===== src/rtl/team_02_wbm_pkg.sv =====
// Shared types and constants for the team_02 Wishbone master arbiter.
// Bus widths, FSM state encoding and the error-response data value.
package team_02_wbm_pkg;

    localparam int unsigned WB_ADR_W = 32;
    localparam int unsigned WB_DAT_W = 32;
    localparam int unsigned WB_SEL_W = 4;

    localparam logic [WB_DAT_W-1:0] ERR_RDATA = 32'h0;

    typedef enum logic [1:0] {
        ST_IDLE = 2'd0,
        ST_BUS  = 2'd1,
        ST_RESP = 2'd2
    } state_e;

endpackage


===== src/rtl/team_02_rr_picker.sv =====
// Combinational round-robin picker: searches req_i starting at ptr_i,
// wrapping around, and returns the first set requester as one-hot.
module team_02_rr_picker #(
    parameter int NREQ = 2,
    localparam int PW  = (NREQ > 1) ? $clog2(NREQ) : 1
) (
    input  logic [NREQ-1:0] req_i,
    input  logic [PW-1:0]   ptr_i,
    output logic [NREQ-1:0] gnt_o,
    output logic            valid_o
);

    logic [PW-1:0] idx;

    // Walk NREQ slots from the pointer; the first hit wins.
    always_comb begin
        gnt_o   = '0;
        valid_o = 1'b0;
        idx     = '0;
        for (int i = 0; i < NREQ; i++) begin
            idx = PW'((int'(ptr_i) + i) % NREQ);
            if (!valid_o && req_i[idx]) begin
                gnt_o[idx] = 1'b1;
                valid_o    = 1'b1;
            end
        end
    end

endmodule


===== src/rtl/team_02_wbm_arbiter.sv =====
// Round-robin arbiter sharing one classic Wishbone master port among
// NREQ requesters, one single-beat cycle at a time, with bus timeout.
module team_02_wbm_arbiter
    import team_02_wbm_pkg::*;
#(
    parameter int NREQ    = 2,
    parameter int TIMEOUT = 255
) (
    input  logic                   clk_i,
    input  logic                   rst_i,
    input  logic [NREQ-1:0]        req_i,
    input  logic [NREQ-1:0]        req_we_i,
    input  logic [NREQ*32-1:0]     req_adr_i,
    input  logic [NREQ*32-1:0]     req_dat_i,
    input  logic [NREQ*4-1:0]      req_sel_i,
    output logic [NREQ-1:0]        req_ack_o,
    output logic                   req_err_o,
    output logic [WB_DAT_W-1:0]    req_rdata_o,
    output logic [NREQ-1:0]        grant_o,
    output logic                   busy_o,
    output logic [WB_ADR_W-1:0]    ADR_O,
    output logic [WB_DAT_W-1:0]    DAT_O,
    output logic [WB_SEL_W-1:0]    SEL_O,
    output logic                   WE_O,
    output logic                   STB_O,
    output logic                   CYC_O,
    input  logic                   ACK_I,
    input  logic [WB_DAT_W-1:0]    DAT_I
);

    localparam int PW = $clog2(NREQ);
    localparam int CW = $clog2(TIMEOUT + 1);
    localparam logic [CW-1:0] TO_V = CW'(TIMEOUT);
    localparam logic [PW-1:0] LAST = PW'(NREQ - 1);

    state_e                state_q, state_d;
    logic [PW-1:0]         ptr_q, ptr_d;
    logic [PW-1:0]         gidx_q, gidx_d;
    logic [NREQ-1:0]       grant_q, grant_d;
    logic [CW-1:0]         cnt_q, cnt_d;
    logic [CW-1:0]         cnt_inc;
    logic [WB_ADR_W-1:0]   adr_q, adr_d;
    logic [WB_DAT_W-1:0]   dat_q, dat_d;
    logic [WB_SEL_W-1:0]   sel_q, sel_d;
    logic                  we_q, we_d;
    logic                  cyc_q, cyc_d;
    logic [NREQ-1:0]       ack_q, ack_d;
    logic                  err_q, err_d;
    logic [WB_DAT_W-1:0]   rdata_q, rdata_d;

    logic [NREQ-1:0]       win;
    logic                  win_vld;
    logic [PW-1:0]         win_idx;
    logic                  win_we;
    logic [WB_ADR_W-1:0]   win_adr;
    logic [WB_DAT_W-1:0]   win_dat;
    logic [WB_SEL_W-1:0]   win_sel;

    team_02_rr_picker #(
        .NREQ (NREQ)
    ) u_pick (
        .req_i   (req_i),
        .ptr_i   (ptr_q),
        .gnt_o   (win),
        .valid_o (win_vld)
    );

    // Mux the winning requester's fields onto the latch inputs.
    always_comb begin
        win_idx = '0;
        win_we  = 1'b0;
        win_adr = '0;
        win_dat = '0;
        win_sel = '0;
        for (int n = 0; n < NREQ; n++) begin
            if (win[n]) begin
                win_idx = PW'(n);
                win_we  = req_we_i[n];
                win_adr = req_adr_i[32*n +: 32];
                win_dat = req_dat_i[32*n +: 32];
                win_sel = req_sel_i[4*n +: 4];
            end
        end
    end

    assign cnt_inc = cnt_q + CW'(1);

    // Next-state logic: IDLE arbitrates, BUS waits for ACK or timeout,
    // RESP pulses the ack and advances the priority pointer.
    always_comb begin
        state_d = state_q;
        ptr_d   = ptr_q;
        gidx_d  = gidx_q;
        grant_d = grant_q;
        cnt_d   = cnt_q;
        adr_d   = adr_q;
        dat_d   = dat_q;
        sel_d   = sel_q;
        we_d    = we_q;
        cyc_d   = cyc_q;
        ack_d   = '0;
        err_d   = 1'b0;
        rdata_d = rdata_q;
        unique case (state_q)
            ST_IDLE: begin
                if (win_vld) begin
                    state_d = ST_BUS;
                    grant_d = win;
                    gidx_d  = win_idx;
                    adr_d   = win_adr;
                    dat_d   = win_dat;
                    sel_d   = win_sel;
                    we_d    = win_we;
                    cyc_d   = 1'b1;
                    cnt_d   = '0;
                end
            end
            ST_BUS: begin
                if (ACK_I) begin
                    state_d = ST_RESP;
                    cyc_d   = 1'b0;
                    rdata_d = DAT_I;
                    ack_d   = grant_q;
                end else if (cnt_inc == TO_V) begin
                    state_d = ST_RESP;
                    cyc_d   = 1'b0;
                    rdata_d = ERR_RDATA;
                    ack_d   = grant_q;
                    err_d   = 1'b1;
                end else begin
                    cnt_d = cnt_inc;
                end
            end
            ST_RESP: begin
                state_d = ST_IDLE;
                grant_d = '0;
                ptr_d   = (gidx_q == LAST) ? '0 : gidx_q + PW'(1);
            end
            default: begin
                state_d = ST_IDLE;
                grant_d = '0;
                cyc_d   = 1'b0;
            end
        endcase
    end

    // State and output registers with synchronous reset.
    always_ff @(posedge clk_i) begin
        if (rst_i) begin
            state_q <= ST_IDLE;
            ptr_q   <= '0;
            gidx_q  <= '0;
            grant_q <= '0;
            cnt_q   <= '0;
            adr_q   <= '0;
            dat_q   <= '0;
            sel_q   <= '0;
            we_q    <= 1'b0;
            cyc_q   <= 1'b0;
            ack_q   <= '0;
            err_q   <= 1'b0;
            rdata_q <= '0;
        end else begin
            state_q <= state_d;
            ptr_q   <= ptr_d;
            gidx_q  <= gidx_d;
            grant_q <= grant_d;
            cnt_q   <= cnt_d;
            adr_q   <= adr_d;
            dat_q   <= dat_d;
            sel_q   <= sel_d;
            we_q    <= we_d;
            cyc_q   <= cyc_d;
            ack_q   <= ack_d;
            err_q   <= err_d;
            rdata_q <= rdata_d;
        end
    end

    assign req_ack_o   = ack_q;
    assign req_err_o   = err_q;
    assign req_rdata_o = rdata_q;
    assign grant_o     = grant_q;
    assign busy_o      = (state_q != ST_IDLE);
    assign ADR_O       = adr_q;
    assign DAT_O       = dat_q;
    assign SEL_O       = sel_q;
    assign WE_O        = we_q;
    assign STB_O       = cyc_q;
    assign CYC_O       = cyc_q;

endmodule


===== config.mk =====
export PLATFORM = sky130hd
export DESIGN_NAME = team_02_wbm_arbiter
export DESIGN_NICKNAME = d
export VERILOG_FILES = /design/src/rtl/team_02_wbm_pkg.sv /design/src/rtl/team_02_rr_picker.sv /design/src/rtl/team_02_wbm_arbiter.sv
export SDC_FILE = /design/constraint.sdc
export NUM_CORES = 1
export LEC_CHECK = 0
export CAP_MARGIN = 20
export CELL_PAD_IN_SITES_DETAIL_PLACEMENT = 0
export CELL_PAD_IN_SITES_GLOBAL_PLACEMENT = 1
export CORE_ASPECT_RATIO = 1.25
export CORE_MARGIN = 3
export CORE_UTILIZATION = 25
export CTS_CLUSTER_DIAMETER = 80
export DETAILED_ROUTE_END_ITERATION = 10
export PLACE_DENSITY = 0.76
export SYNTH_ARGS = -nofsm -noshare
export SYNTH_HDL_FRONTEND = slang
export SYNTH_SLANG_ARGS = --single-unit

===== constraint.sdc =====
create_clock -name clk_i -period 2.4 [get_ports clk_i]
set_input_delay 0.36 -clock clk_i [delete_from_list [all_inputs] [get_ports clk_i]]
set_output_delay 0.36 -clock clk_i [all_outputs]
set_load 0.01 [all_outputs]

# Word level (Yosys, flattened, before mapping)
# Cells that the tools add are included.
op_classes:
  n_eq_ne: 7
  n_mux: 41
  order_cmp: 4
  n_reduce_logical: 16
  n_addsub: 3
  bitwise: 3
op_table:
  columns: ["op", "count"]
  rows:
  - ["2-to-1 mux 32 bit", 6]
  - ["2-to-1 mux 8 bit", 3]
  - ["2-to-1 mux 1 bit", 16]
  - ["2-to-1 mux 2 bit", 8]
  - ["case mux 8 bit (2 select lines)", 1]
  - ["adder 8 x 1 -> 8 bit (second input constant)", 1]
  - ["== test 8 bit (second input constant)", 1]
  - ["2-to-1 mux 4 bit", 2]
  - ["case mux 2 bit (2 select lines)", 2]
  - ["AND reduction 2 bit", 4]
  - ["nonzero test 2 bit", 3]
  - ["less-than comparator 1 x 2 -> 1 bit (second input constant)", 2]
  - ["inequality test 2 bit (second input constant)", 2]
  - ["AND reduction 4 bit", 1]
  - ["logical AND 1 bit", 3]
  - ["inequality test 3 bit (second input constant)", 1]
  - ["case mux 1 bit (3 select lines)", 1]
  - ["AND reduction 3 bit", 1]
  - ["OR reduction 3 bit", 1]
  - ["adder 1 bit (second input constant)", 2]
  - ["demux 1 bit (select 1 bit)", 2]
  - ["== test 2 x 1 -> 1 bit (second input constant)", 1]
  - ["== test 2 bit (second input constant)", 1]
  - ["greater-or-equal comparator 1 bit (second input constant)", 2]
  - ["other kinds (6)", 7]
word_totals:
  elab_cells: 87
  regBits: 119
  inputBits: 175
  output_inout_bits: 109

# Logic depth before layout (Yosys ltp)
# Gate-level depths: netlist (run 1).
depth:
  word_depth: 9
  ltp_mapped: 8
  mapped_depth_nobuf: 7

# Cells and area by module
# A second synthesis (run 1) with hierarchy kept.
hier_totals:
  cells_unflattened: 513
  area_unflattened_um2: 4754.6
modules_own_cells:
  columns: ["module", "cells_each", "seq_area_each_um2", "n_inst", "area_each_um2"]
  rows:
  - ["team_02_wbm_arbiter", 509, 2382.3, 1, 4729.5]
  - ["team_02_rr_picker", 4, 0.0, 1, 25.0]

# Worst setup path before layout (run 1)
# No wires, ideal clock.
synth_path:
  path_type: "flip-flop to flip-flop"
  from: "reg cnt_q[0]"
  to: "reg cnt_q[6]"
  n_path_buf: 1
  setup_time_ns: 0.070
  arrival_time_ns: 1.904
  slack_ns: 0.426
  path_stages_with_launch: 9
  period_less_slack_ns: 1.974
  t_required_ns: 2.330
  path_cell_list: "dfxtp_1 ha_1 nand3_1 xor2_1 a211oi_2 a31o_1 buf_6 or4_1 a21oi_1"
synth_between:
  elab_chain_cells: 4
  word_cells_on_any_way: 7
  cone_classes: "1 x add/sub; 2 x eq/ne; 3 x mux; 1 x reduce/logical"
synth_lines:
  columns: ["item", "line", "source"]
  rows:
  - ["from (decl)", "team_02_wbm_arbiter.sv:40", "logic [CW-1:0] cnt_q, cnt_d;"]
  - ["from (signal assigned)", "team_02_wbm_arbiter.sv:168", "cnt_q <= cnt_d;"]
  - ["adder 8 x 1 -> 8 bit (*)", "team_02_wbm_arbiter.sv:86", "assign cnt_inc = cnt_q + CW'(1);"]
  - ["== test 8 bit or 2-to-1 mux 8 bit (tied branches)", "team_02_wbm_arbiter.sv:124", "end else if (cnt_inc == TO_V) begin"]
  - ["inequality test 2 bit (no line) or 2-to-1 mux 8 bit (tied branches)", null, null]
  - ["AND reduction 4 bit (no line) or case mux 8 bit (2 select lines) (tied branches)", null, null]
# Mark *: on every way between the ends. The rest lies on a longest branch, timed or not. The select of a mux whose other input is x is not followed.
# A chain may end at the register's enable or synchronous reset.

# Worst setup path in the final report (run 1)
layout_path:
  from: "reg state_q[0]"
  to: "out busy_o"
layout_between:
  elab_chain_cells: 1
layout_lines:
  columns: ["item", "line", "source"]
  rows:
  - ["from (decl)", "team_02_wbm_arbiter.sv:36", "state_e state_q, state_d;"]
  - ["from (signal assigned)", "team_02_wbm_arbiter.sv:164", "state_q <= state_d;"]
  - ["nonzero test 2 bit", "team_02_wbm_arbiter.sv:184", "assign busy_o = (state_q != ST_IDLE);"]
  - ["to (decl)", "team_02_wbm_arbiter.sv:20", "output logic busy_o,"]
# Every way passes these cells.

==> flow_metrics.py, run 1 <==
metrics = {
    "setup_path": {
        "cp_data_arrival_time_ps": 1820,
        "slowest_stage": "clkdlybuf4s50_1",
        "cpPeakStageDelay_ps": 610,
        "crit_required_ps": 2040,
        "worstPathMaxFanout": 8,
        "start_kind": "flop",
        "path_depth": 3,
        "rr_worst_depth": 9,
        "path_class": "flop to primary output",
        "r2r_slack_ps": 260,
        "cp_top_family": "buffers and inverters",
        "path_buf_inv": 2,
        "setup.worst_path.end_class": "primary output",
        "crit_chain": "nor2_1 -> inv_1 -> clkdlybuf4s50_1",
    },
    "route": {
        "routed_via_density": 5.08,
        "ant_nets": 0,
        "post-route-drc-count": 0,
        "num_vias": 5039,
        "drt_pre_antenna_iters": 9,
        "drt-initial-drc-count": 522,
        "avgRoutedWirePerCell_um": 17.4,
        "wl_um": 17200,
    },
    "floorplanning": {
        "die_h_um": 155,
        "fp.dieArea_um2": 19500,
        "fp.dieW_um": 125,
        "core_um2": 17200,
        "rows": 53,
        "start_util": 0.259,
        "ioPinCount": 284,
    },
    "clocking": {
        "clk_latency_ps": 410,
        "cts_root_buf": "clkbuf_16",
        "clock_sinks": 119,
        "cts_tree": "done",
        "cts_buffers": 17,
        "cts.repair.resized": 0,
        "post_cts_buffers": 0,
        "htreeDepth": 4,
        "clk_path_buf_depth": 2,
        "postCtsHoldBufs": 0,
        "path_clk_slew_ps": 50,
    },
    "timing": {
        "max_slew_margin": 0.643,
        "hold_violations": 0,
        "finalSetupViolCount": 0,
        "finalCritPeriodShare": 0.909,
        "max_freq_ghz": 0.458,
        "rsz0062_at_grt": "false",
        "fin_crit_ps": 2180,
        "clock_skew_ps": 10.4,
        "timing.hold.ws_ps": 412,
        "worstMarginPinSlew_ps": 535,
        "tns_ps": 0,
        "drv_slew": 0,
    },
    "pwr": {
        "peakVddDrop_uv": 381,
        "total_power_mw": 5.96,
        "p_leak_nw": 2.98,
        "power_density_nw_per_um2": 725,
    },
    "final_layout": {
        "layout-drive-gt1-share": 0.0764,
        "utilization": 0.479,
        "diodes": 0,
        "area_growth_pct": 84.7,
        "nNetsFinal": 936,
        "nFillCells": 1605,
    },
    "logic_synthesis": {
        "syn_avg_cell_area_um2": 9.18,
        "yosys.area.top_type": "dfxtp_1",
        "synth_area_leaders": "dfxtp_1, a222oi_1, nor2_1",
        "synthesis.area_um2": 4450,
        "synth-edff-count": 0,
        "yosysWarningCount": 0,
        "async_flop_share": 0,
        "synth_seq_area_share": 0.535,
        "ys_ff_latch": 119,
        "yosysMostFrequentCell": "dfxtp_1",
        "netlist_top_cells_count": "dfxtp_1, nor2_1, a222oi_1",
        "synth_nets": 662,
        "synth.distinct_cells": 38,
        "synthFlopType": "dfxtp_1",
        "syn-instance-count": 485,
        "synth_top_area_frac": 0.535,
    },
    "flow_run": {
        "maxCapViolCount": 0,
    },
    "placement": {
        "portBuffers": 283,
        "gp_congestion": 0.746,
        "dpl.hpwl_um": 12300,
    },
    "grt": {
        "grt_overflow": 0,
        "grt_max_degree": 72,
        "grt_pass1_wl_um": 26900,
        "grt_antenna_before_repair": 0,
        "grt.total_usage": 0.171,
        "grt_pass1_vias": 5128,
    },
    "status": {
        "status": "completed",
    },
    "min_path": {
        "hp-class": "primary input to flop",
        "hold_path_depth": 2,
    },
}
## layer usage
metal	share of wire	global-route usage
met1	0.39	0.191
met4	0.016	0.0615
met3	0.090	0.0635
met2	0.50	0.300
met5	0	0
## cell type report
type	count	area (µm²)	area share
repair buffers	302	3030	0.368
flip-flops and latches	119	2380	0.290
multi-input cells	312	1890	0.230
clock buffers	20	447	0.0543
well taps	220	275	0.0335
clock inverters	12	176	0.0214
inverters	7	26.3	0.00319
## cells in the final DEF (no fill, tap or decap), types with 2 or more instances in the layout
master / netlist / routed
clkinv_2: 0 / 3
clkdlybuf4s50_1: 0 / 282
inv_1: 7 / 7
o21ai_0: 38 / 38
nor2_1: 85 / 83
bufinv_16: 0 / 4
a222oi_1: 69 / 69
clkinv_4: 0 / 3
xor2_1: 2 / 2
buf_4: 1 / 15
clkbuf_16: 0 / 17
a21oi_1: 43 / 43
and2_1: 2 / 2
or4_1: 4 / 4
nand2_1: 39 / 39
buf_12: 0 / 4
ha_1: 2 / 2
nand3_1: 3 / 3
clkbuf_1: 42 / 2
or3_1: 3 / 3
dfxtp_1: 119 / 119
clkinvlp_4: 0 / 2
## sequential cells by signal, summed over array words and instances (netlist names)
signal       flops
CYC_O            1
cnt_q            8
state_q          2
gidx_q           1
ptr_q            1
SEL_O            4
ADR_O           32
DAT_O           32
req_ack_o        2
req_err_o        1
WE_O             1
grant_o          2
req_rdata_o     32
## stage by stage
| stage | setup slack [ps] | area, µm² | instances |
|---|---|---|---|
| global placement | 81.8 | 7590 | 959 |
| global route | 78.0 | 8230 | 992 |
| CTS | 166 | 8230 | 992 |
| detailed placement | 181 | 7600 | 960 |
| floorplan | 426 | 4450 | 485 |
| finish | 218 | 8230 | 992 |
## final timing paths
check                          start                      end
max          state_q[0]$_SDFFE_PP0P_                   busy_o
min                            rst_i  grant_o[1]$_SDFFE_PP0P_
max reg2reg    cnt_q[0]$_SDFFE_PP0P_    cnt_q[1]$_SDFFE_PP0P_
min reg2reg      gidx_q$_SDFFE_PP0P_       ptr_q$_SDFFE_PP0P_
## kinds of logic after synthesis
logic type	after synthesis	share of synthesized area
adder cells (fa/ha/maj)	2	0.00562
AND/OR/NAND/NOR	146	0.138
XOR/XNOR	2	0.00393
multiplexers	1	0.00225
flip-flops	119	0.535
AO/OA/AOI/OAI	161	0.266
buffers and inverters	54	0.0489
## where the power goes
part | internal (mW) | leakage [nW] | switching [mW]
sequential | 2.11 | 0.975 | 0.0786
combinational | 0.647 | 1.70 | 0.462
clock | 1.76 | 0.300 | 0.898
total | 4.52 | 2.98 | 1.44
No activity file was read; power rests on OpenSTA's default activity.
==> inputs of run 2 (changes only) <==
--- a/config.mk
+++ b/config.mk
@@ -14,6 +14,7 @@
 export CTS_CLUSTER_DIAMETER = 80
 export DETAILED_ROUTE_END_ITERATION = 10
 export PLACE_DENSITY = 0.76
+export RECOVER_POWER = 50
 export SYNTH_ARGS = -nofsm -noshare
 export SYNTH_HDL_FRONTEND = slang
 export SYNTH_SLANG_ARGS = --single-unit
==> run 2 against run 1 <==
Fmax up 0.20%; utilization barely moved; total power decreased by 0.85%; clock power about the same; final cell count did not move; critical endpoint unchanged.
==> flow_metrics.py, run 2 (synthesized netlist as in run 1, its figures left out) <==
metrics = {
    "clocking": {
        "path_clk_slew_ps": 50,
        "htreeDepth": 4,
        "cts.repair.resized": 0,
        "clock_sinks": 119,
        "clk_latency_ps": 410,
        "postCtsHoldBufs": 0,
        "post_cts_buffers": 0,
        "cts_tree": "done",
        "cts_root_buf": "clkbuf_16",
        "cts_buffers": 17,
        "clk_path_buf_depth": 2,
    },
    "timing": {
        "fin_ws_ps": 222,
        "worstMarginPinSlew_ps": 795,
        "rsz0062_at_grt": "false",
        "fin_crit_ps": 2180,
        "finalCritPeriodShare": 0.907,
        "hold_violations": 0,
        "finalSetupViolCount": 0,
        "max_freq_ghz": 0.459,
        "clock_skew_ps": 9.84,
        "max_slew_margin": 0.470,
        "drv_slew": 0,
        "tns_ps": 0,
    },
    "route": {
        "wl_um": 17200,
        "routed_via_density": 5.11,
        "drt-initial-drc-count": 482,
        "avgRoutedWirePerCell_um": 17.4,
        "drt_pre_antenna_iters": 9,
        "ant_nets": 0,
        "post-route-drc-count": 0,
        "num_vias": 5069,
    },
    "pwr": {
        "peakVddDrop_uv": 383,
        "p_leak_nw": 3.27,
        "power_density_nw_per_um2": 719,
    },
    "setup_path": {
        "r2r-start": "cnt_q[0]$_SDFFE_PP0P_",
        "r2r_slack_ps": 260,
        "crit_required_ps": 2040,
        "cp_data_arrival_time_ps": 1820,
        "critical_path.endpoint": "busy_o",
        "r2r-end": "cnt_q[1]$_SDFFE_PP0P_",
        "worstPathMaxFanout": 8,
        "path_class": "flop to primary output",
        "setup.worst_path.end_class": "primary output",
        "critPathLaunch": "state_q[0]$_SDFFE_PP0P_",
        "start_kind": "flop",
        "rr_worst_depth": 9,
    },
    "final_layout": {
        "multiInputGateArea_um2": 1890,
        "final_common_cell": "clkdlybuf4s50_1",
        "regArea_um2": 2380,
        "final_cell_mix": "clkdlybuf4s50_1, dfxtp_1, dlygate4sd3_1",
        "diodes": 0,
        "nFillCells": 1605,
        "area_growth_pct": 84.5,
        "layout-drive-gt1-share": 0.0738,
        "nNetsFinal": 936,
    },
    "status": {
        "status": "completed",
    },
    "grt": {
        "grt_overflow": 0,
        "grt_max_degree": 72,
        "grt_pass1_wl_um": 26900,
        "grt_antenna_before_repair": 0,
        "grt.total_usage": 0.171,
        "grt_pass1_vias": 5128,
    },
    "flow_run": {
        "maxCapViolCount": 0,
    },
    "placement": {
        "dpl.hpwl_um": 12300,
        "dp_slack_ps": 181,
        "gp_congestion": 0.746,
        "portBuffers": 283,
    },
    "floorplanning": {
        "fp.dieArea_um2": 19500,
        "start_util": 0.259,
        "core_um2": 17200,
        "die_h_um": 155,
        "ioPinCount": 284,
        "rows": 53,
        "fp.dieW_um": 125,
    },
    "min_path": {
        "hp-class": "primary input to flop",
    },
}
run 2: changes by cell type in the layout (fill, tap and decap cells not counted):
cell,change
buf_4,-2
clkbuf_1,+2
clkdlybuf4s50_1,-108
dlygate4sd3_1,+108
run 2: worst min path at each step:
stage | cells past startpoint | startpoint | endpoint
after floorplan | 1 | gidx_q$_SDFFE_PP0P_ | ptr_q$_SDFFE_PP0P_
after global placement | 1 | gidx_q$_SDFFE_PP0P_ | ptr_q$_SDFFE_PP0P_
after detailed placement | 1 | gidx_q$_SDFFE_PP0P_ | ptr_q$_SDFFE_PP0P_
after CTS | 2 | rst_i | DAT_O[11]$_SDFFE_PP0P_
after global routing | 2 | rst_i | DAT_O[11]$_SDFFE_PP0P_
final | 2 | rst_i | DAT_O[11]$_SDFFE_PP0P_
run 2: metrics by stage:
step / total power [mW] / util / cells / hold WS, ps / cell area [µm²]
2_1_floorplan: 2.65 / - / 485 / 414 / 4450
3_3_place_gp: 3.32 / 0.442 / 959 / 429 / 7590
3_5_place_dp: 3.34 / 0.443 / 960 / 428 / 7600
4_1_cts: 6.05 / 0.479 / 992 / 381 / 8230
5_1_grt: 6.17 / 0.478 / 992 / 422 / 8220
6_report: 5.91 / 0.478 / 992 / 409 / 8220
run 2: per-layer routing:
metal	wire length, µm	GRT usage	vias to the layer above
li1	-	-	2377
met1	6490	0.191	2409
met2	8790	0.300	262
met3	1650	0.0635	21
met4	300	0.0615	0
met5	0	0	-
run 2: layout make-up:
type / count / share of cell area
Clock buffer: 20 / 0.0544
Tap cell: 220 / 0.0335
Clock inverter: 12 / 0.0215
Multi-Input combinational cell: 312 / 0.230
Inverter: 7 / 0.00320
Sequential cell: 119 / 0.290
Timing Repair Buffer: 302 / 0.368
run 2: report_power, final:
group	switching [mW]	internal, mW	total, mW	leakage [nW]
clock	0.901	1.76	2.66	0.300
combinational	0.463	0.600	1.06	2.00
sequential	0.0729	2.11	2.18	0.975
total	1.44	4.47	5.91	3.27
run 2: critical path, cell delays in order, from the launching register on:
cell and delay [ps]:
dfxtp_1 460, nor2_1 130, inv_1 210, clkdlybuf4s50_1 610
